--- src/rtl/link_receiver_if.sv ---
// Link receiver bus: the arbiter stream in, the decoded payload and status out.
// dbg_state mirrors the receiver's FSM state for checkers.
interface link_receiver_if;
    logic [15:0] din;
    logic        kchar;
    logic [15:0] dout;
    logic [3:0]  chan;
    logic        dvalid;
    logic        sob;
    logic        eob;
    logic        trig;
    logic        err;
    logic [15:0] err_cnt;
    logic        busy;
    logic [1:0]  dbg_state;

    // The stream has no backpressure: the receiver consumes one word per clk
    // and flags a payload word with dvalid in the cycle after it was sampled.
    modport master (
        output din, kchar,
        input  dout, chan, dvalid, sob, eob, trig, err, err_cnt, busy, dbg_state
    );

    modport slave (
        input  din, kchar,
        output dout, chan, dvalid, sob, eob, trig, err, err_cnt, busy, dbg_state
    );
endinterface

--- src/rtl/link_receiver.sv ---
// Link receiver: hunts for IDLE, parses SOB/header/payload blocks from a 16-bit
// K-coded stream, flags triggers and protocol errors. All outputs are registered.
module link_receiver #(
    parameter int MAX_LEN = 512
) (
    input  logic             clk,
    input  logic             rst_n,
    link_receiver_if.slave   lnk
);
    localparam logic [15:0] K_IDLE    = 16'h50BC;
    localparam logic [15:0] K_SOB     = 16'h1CBC;
    localparam logic [15:0] K_TRIG    = 16'h7CBC;
    localparam logic [31:0] MAX_LEN_U = 32'(MAX_LEN);

    typedef enum logic [1:0] {S_HUNT, S_IDLE, S_HDR, S_DATA} state_t;

    state_t      r_state, w_next;
    logic [11:0] r_rem, w_rem;
    logic        r_first, w_first;
    logic [15:0] r_dout, w_dout;
    logic [3:0]  r_chan, w_chan;
    logic        r_dvalid, w_dvalid;
    logic        r_sob, w_sob;
    logic        r_eob, w_eob;
    logic        r_trig, w_trig;
    logic        r_err, w_err;
    logic [15:0] r_err_cnt;
    logic        r_busy;

    logic        w_is_idle, w_is_sob, w_is_illegal, w_is_data, w_len_ok;
    logic [11:0] w_len;

    assign w_is_idle    = lnk.kchar && (lnk.din == K_IDLE);
    assign w_is_sob     = lnk.kchar && (lnk.din == K_SOB);
    assign w_trig       = lnk.kchar && (lnk.din == K_TRIG);
    assign w_is_illegal = lnk.kchar && !w_is_idle && !w_is_sob && !w_trig;
    assign w_is_data    = !lnk.kchar;
    assign w_len        = lnk.din[11:0];
    assign w_len_ok     = (w_len != 12'd0) && ({20'd0, w_len} <= MAX_LEN_U);

    // TRIG never reaches the case below as a state-changing word: it matches
    // none of the idle/sob/illegal/data branches.
    always_comb begin
        w_next   = r_state;
        w_rem    = r_rem;
        w_first  = r_first;
        w_dout   = r_dout;
        w_chan   = r_chan;
        w_dvalid = 1'b0;
        w_sob    = 1'b0;
        w_eob    = 1'b0;
        w_err    = 1'b0;
        case (r_state)
            S_HUNT: begin
                if (w_is_idle) w_next = S_IDLE;
            end
            S_IDLE: begin
                if (w_is_sob)                       w_next = S_HDR;
                else if (w_is_data || w_is_illegal) w_err  = 1'b1;
            end
            S_HDR: begin
                if (w_is_data) begin
                    if (w_len_ok) begin
                        w_chan  = lnk.din[15:12];
                        w_rem   = w_len;
                        w_first = 1'b1;
                        w_next  = S_DATA;
                    end else begin
                        w_err  = 1'b1;
                        w_next = S_IDLE;
                    end
                end else if (w_is_idle || w_is_illegal) begin
                    w_err  = 1'b1;
                    w_next = S_IDLE;
                end else if (w_is_sob) begin
                    w_err  = 1'b1;
                end
            end
            S_DATA: begin
                if (w_is_data) begin
                    w_dout   = lnk.din;
                    w_dvalid = 1'b1;
                    w_sob    = r_first;
                    w_first  = 1'b0;
                    w_rem    = r_rem - 12'd1;
                    if (r_rem == 12'd1) begin
                        w_eob  = 1'b1;
                        w_next = S_IDLE;
                    end
                end else if (w_is_sob || w_is_illegal) begin
                    // Abort: close the block without a payload word.
                    w_eob  = 1'b1;
                    w_err  = 1'b1;
                    w_next = w_is_sob ? S_HDR : S_IDLE;
                end
            end
            default: w_next = S_HUNT;
        endcase
    end

    always_ff @(posedge clk or negedge rst_n) begin
        if (!rst_n) begin
            r_state   <= S_HUNT;
            r_rem     <= 12'd0;
            r_first   <= 1'b0;
            r_dout    <= 16'd0;
            r_chan    <= 4'd0;
            r_dvalid  <= 1'b0;
            r_sob     <= 1'b0;
            r_eob     <= 1'b0;
            r_trig    <= 1'b0;
            r_err     <= 1'b0;
            r_err_cnt <= 16'd0;
            r_busy    <= 1'b0;
        end else begin
            r_state  <= w_next;
            r_rem    <= w_rem;
            r_first  <= w_first;
            r_dout   <= w_dout;
            r_chan   <= w_chan;
            r_dvalid <= w_dvalid;
            r_sob    <= w_sob;
            r_eob    <= w_eob;
            r_trig   <= w_trig;
            r_err    <= w_err;
            r_busy   <= (w_next == S_HDR) || (w_next == S_DATA);
            if (w_err && (r_err_cnt != 16'hFFFF)) r_err_cnt <= r_err_cnt + 16'd1;
        end
    end

    assign lnk.dout      = r_dout;
    assign lnk.chan      = r_chan;
    assign lnk.dvalid    = r_dvalid;
    assign lnk.sob       = r_sob;
    assign lnk.eob       = r_eob;
    assign lnk.trig      = r_trig;
    assign lnk.err       = r_err;
    assign lnk.err_cnt   = r_err_cnt;
    assign lnk.busy      = r_busy;
    assign lnk.dbg_state = r_state;
endmodule
--- src/flat_wrapper.sv ---
// flat-port wrapper written by rule: the top's interface ports become plain ports
module link_receiver_flat 
#(
    parameter int MAX_LEN = 512
)
  (clk, rst_n, lnk_din, lnk_kchar, lnk_dout, lnk_chan, lnk_dvalid, lnk_sob, lnk_eob, lnk_trig, lnk_err, lnk_err_cnt, lnk_busy, lnk_dbg_state);
  link_receiver_if lnk_i ();
  input  logic clk;
  input  logic rst_n;
  input wire logic [$bits(lnk_i.din)-1:0] lnk_din;
  input wire logic [$bits(lnk_i.kchar)-1:0] lnk_kchar;
  output wire logic [$bits(lnk_i.dout)-1:0] lnk_dout;
  output wire logic [$bits(lnk_i.chan)-1:0] lnk_chan;
  output wire logic [$bits(lnk_i.dvalid)-1:0] lnk_dvalid;
  output wire logic [$bits(lnk_i.sob)-1:0] lnk_sob;
  output wire logic [$bits(lnk_i.eob)-1:0] lnk_eob;
  output wire logic [$bits(lnk_i.trig)-1:0] lnk_trig;
  output wire logic [$bits(lnk_i.err)-1:0] lnk_err;
  output wire logic [$bits(lnk_i.err_cnt)-1:0] lnk_err_cnt;
  output wire logic [$bits(lnk_i.busy)-1:0] lnk_busy;
  output wire logic [$bits(lnk_i.dbg_state)-1:0] lnk_dbg_state;
  assign lnk_i.din = lnk_din;
  assign lnk_i.kchar = lnk_kchar;
  assign lnk_dout = lnk_i.dout;
  assign lnk_chan = lnk_i.chan;
  assign lnk_dvalid = lnk_i.dvalid;
  assign lnk_sob = lnk_i.sob;
  assign lnk_eob = lnk_i.eob;
  assign lnk_trig = lnk_i.trig;
  assign lnk_err = lnk_i.err;
  assign lnk_err_cnt = lnk_i.err_cnt;
  assign lnk_busy = lnk_i.busy;
  assign lnk_dbg_state = lnk_i.dbg_state;
  link_receiver #(.MAX_LEN(MAX_LEN)) u_core (.clk(clk), .rst_n(rst_n), .lnk(lnk_i));
endmodule
--- config.mk ---
export PLATFORM = sky130hd
export DESIGN_NAME = link_receiver_flat
export DESIGN_NICKNAME = d
export VERILOG_FILES = /design/src/rtl/link_receiver_if.sv /design/src/rtl/link_receiver.sv /design/src/flat_wrapper.sv
export SDC_FILE = /design/constraint.sdc
export NUM_CORES = 1
export LEC_CHECK = 0
export BUFFER_PORTS_ARGS = -buffer_cell sky130_fd_sc_hd__buf_4
export CAP_MARGIN = 20
export CORE_MARGIN = 2
export CORE_UTILIZATION = 43
export CTS_BUF_LIST = sky130_fd_sc_hd__clkbuf_4
export DETAILED_ROUTE_END_ITERATION = 6
export PLACE_DENSITY = 0.69
export REMOVE_ABC_BUFFERS = 1
export SETUP_SLACK_MARGIN = 0.15
export SYNTH_ARGS = -nofsm -noshare
export SYNTH_HDL_FRONTEND = slang
export SYNTH_SLANG_ARGS = --single-unit
export TNS_END_PERCENT = 50
--- constraint.sdc ---
create_clock -name clk -period 2.08 [get_ports clk]
set_clock_uncertainty 0.2 [all_clocks]
set_input_delay 0.208 -clock clk [delete_from_list [all_inputs] [get_ports clk]]
set_output_delay 0.208 -clock clk [all_outputs]
set_load 0.1 [all_outputs]
==> results.json <==
{
  "status": "complete, no violations",
  "finalCritPeriodShare_pct": 98.8,
  "rrSetupSlack_ns": 0.03,
  "drtAntennaViolNets": 0,
  "yosysSeqAreaShare_pct": 51.4,
  "fp-row-count": 29,
  "cp-startpoint": "u_core.lnk.err_cnt[6]",
  "area_delta_synth_final_pct": 54.1,
  "hold_ws_ns": 0.0831,
  "yosys_warnings": 0,
  "cts-root-buf": "clkbuf_4",
  "wl_um": 7730,
  "fin_tns_setup_ns": 0,
  "ios": 63,
  "tightest_slew_ns": 0.710,
  "htree_levels": 3,
  "fp.dieH_um": 84.3,
  "dieArea_sq_um": 7110,
  "drt_first_pass_iters": 4,
  "cts_buffers": 9,
  "syn_area_per_cell_sq_um": 10.4,
  "n_fill_cell": 461,
  "pre_cts_ws_ns": -0.416,
  "critPathMaxStageDelay_ns": 0.36,
  "antenna_found_initial": 0,
  "endpoint": "u_core.lnk.err_cnt[1]",
  "power_frac_comb_pct": 33.2,
  "grt_overflow_total": 0,
  "clk_pin_slew_ns": 0.10,
  "drc": 0,
  "irDropWorstVdd_uv": 601,
  "p_sw_w": 0.00127,
  "grt_pass1_vias": 2418,
  "hold_path_class": "in -> reg",
  "p_int_w": 0.00196,
  "final_nets": 425,
  "synth_ff_type": "dfrtp_1",
  "synthesis.area_sq_um": 2770,
  "arrival_ns": 2.14,
  "worst-path-stages": 7,
  "async_flop_share_pct": 100,
  "viasPerCell": 5.48,
  "rsz0062_at_grt": "true",
  "antenna_cells": 0,
  "timing.rr.end": "u_core.lnk.err_cnt[1]",
  "dp_hpwl_um": 4910,
  "fin_ws_ns": 0.0259,
  "hold_path_depth": 4,
  "synth.top_cell.area_share_pct": 51.4,
  "r2r_cells": 7,
  "pwr-share-seq_pct": 39.2,
  "swShare_pct": 39.3,
  "critPathSlowestCell": "dfrtp_1",
  "crit_fanout": 6,
  "synth_cells": 266,
  "clockBufferDepth": 2,
  "initial_core_util_pct": 44.2,
  "wire_per_inst_um": 15.9,
  "crit_chain": "and4_4, and3_4, and3_4, nand4_1, o21ai_2, buf_6, mux2_4",
  "crit_type": "reg -> reg",
  "timing.max_slew.rel_slack_pct": 52.6,
  "io_buffers": 62,
  "maxCapViolCount": 0,
  "layout_min_cycle_time_ns": 2.05,
  "path_buf_inv": 1,
  "synth_top_cell_by_area": "dfrtp_1",
  "track_usage_pct": 21.3,
  "startpoint_type": "register",
  "synth_cell_type_count": 46,
  "synth-edff-count": 0,
  "cts_tree": "built",
  "gp_congestion": 0.852,
  "clock.fmax_mhz": 487,
  "crit_family": "simple AND/OR/NAND/NOR gates",
  "cp_common_cell": "and3_4",
  "coreArea_sq_um": 6280,
  "crit_path_end_kind": "register",
  "p_leak_nw": 2.08,
  "grt_max_degree": 58,
  "synth_seq_cells": 57,
  "vias": 2657,
  "clock_sinks": 57,
  "power_density_nw_per_um2": 757,
  "setup_viol": 0,
  "clkPwrFrac_pct": 27.6,
  "synth.area.top_cells": "dfrtp_1 (51%), mux2_2 (8.5%), nor2_1 (4.2%)",
  "grt_pass1_wl_um": 12000,
  "hold_viol": 0,
  "die_w_um": 84.3,
  "finalMaxSlewViolations": 0,
  "clkLatencyLatePin_ns": 0.39,
  "drive_above_1_share_pct": 45.6,
  "rr_startpoint": "u_core.lnk.err_cnt[6]",
  "drt_iter0_markers": 174,
  "required_ns": 2.16
}
-- repair_timing --
item	4_1_cts	5_1_grt
resized for setup	11	40
pin swaps	5	11
hold buffers	17	0
setup endpoints to repair	22	34
hold endpoints to repair	81	0
gates cloned	1	0
buffers inserted	13	4
-- cell usage in the layout, fill, tap and decap left out, types with 3 or more instances in the layout --
| cell type | count |
|---|---|
| clkbuf_4 | 9 |
| xor2_1 | 11 |
| o21ai_1 | 4 |
| nand4_1 | 3 |
| buf_6 | 13 |
| a22oi_1 | 4 |
| and3_4 | 3 |
| mux2_2 | 21 |
| dfrtp_1 | 57 |
| nand3_2 | 3 |
| dlygate4sd3_1 | 17 |
| inv_1 | 7 |
| nand2_1 | 14 |
| o21ai_0 | 16 |
| nand3_1 | 9 |
| nor3_1 | 6 |
| ha_1 | 3 |
| nor3_2 | 6 |
| xnor2_1 | 3 |
| nor4_4 | 4 |
| nor2_1 | 31 |
| a21oi_1 | 12 |
| buf_4 | 104 |
-- registers in the layout, summed over array words and instances (netlist names) --
signal	cells
u_core.lnk.busy	1
u_core.lnk.chan	4
u_core.lnk.dbg_state	2
u_core.lnk.dout	16
u_core.lnk.dvalid	1
u_core.lnk.eob	1
u_core.lnk.err	1
u_core.lnk.err_cnt	16
u_core.lnk.sob	1
u_core.lnk.trig	1
u_core.r_first	1
u_core.r_rem	12
-- metal layers --
metal  routed length (um)  vias to the layer above  track usage, %
met3                  450                       14            3.83
met4                  102                        0            7.92
li1                     -                     1233               -
met2                 3790                       91            33.8
met5                    0                        -               0
met1                 3390                     1319            29.4
-- cell usage after synthesis, types with 2 or more instances --
master and n:
a211oi_1 4, nor4_2 2, and2_1 2, a31oi_1 3, o22ai_1 2, a22oi_1 4
mux2_2 21, or3_1 2, nor2_1 31, clkbuf_1 7, inv_1 7, ha_1 3
nand3b_1 2, nand4_1 3, nand3_1 12, a21oi_1 13, xor2_1 11, nor4_1 3
nand2_1 14, mux2_1 2, and3_1 5, dfrtp_1 57, nor3_1 12, xnor2_1 3
o21ai_0 20
-- cells by family after synthesis --
logic type,count (synthesis),synth area share [%]
buffers and inverters,17,2.48
and+or+nand+nor,98,18.7
adders and majority gates,3,1.35
muxes,23,9.34
DFF,57,51.4
xor gates and xnor gates,14,4.42
AOI/OAI and AO/OA,54,12.2
-- final cells by class --
type,count,area (sq um),area share [%]
clock inverters,7,85.1,1.99
well taps,77,96.3,2.26
inverters,7,26.3,0.615
clock buffers,9,67.6,1.58
flip-flops and latches,57,1430,33.4
repair buffers,136,1120,26.2
multi-input cells,192,1450,34.0
-- worst min-delay path, cell delays in order --
cell and delay [ns]:
buf_4 0.13, nor2_1 0.05, a31oi_1 0.16, o22ai_1 0.09
-- through the flow --
stage	cells	power, W	util [%]	area (sq um)
floorplan	256	0.00200	-	2730
global placement	434	0.00228	57.1	3580
detailed placement	434	0.00229	57.1	3580
CTS	481	0.00322	64.7	4060
global route	485	0.00337	68.0	4270
finish	485	0.00324	68.0	4270
-- power by group through the flow --
stage          combinational (W)  sequential, W  clock [W]
6_report                 0.00107        0.00127   0.000894
3_5_place_dp            0.000999        0.00129          0
3_3_place_gp            0.000997        0.00129          0
2_1_floorplan           0.000152        0.00185          0
4_1_cts                  0.00104        0.00127   0.000915
5_1_grt                  0.00112        0.00128   0.000967
-- worst min path at each step --
stage                                    to   startpoint
floorplan                   u_core.lnk.busy        rst_n
global placement         u_core.lnk.dout[3]        rst_n
detailed placement       u_core.lnk.dout[1]        rst_n
CTS                         u_core.lnk.trig  lnk_din[13]
global route                u_core.lnk.trig  lnk_din[13]
finish              u_core.lnk.dbg_state[0]  lnk_din[10]
Note: power is estimated with default switching activity, not from simulation.
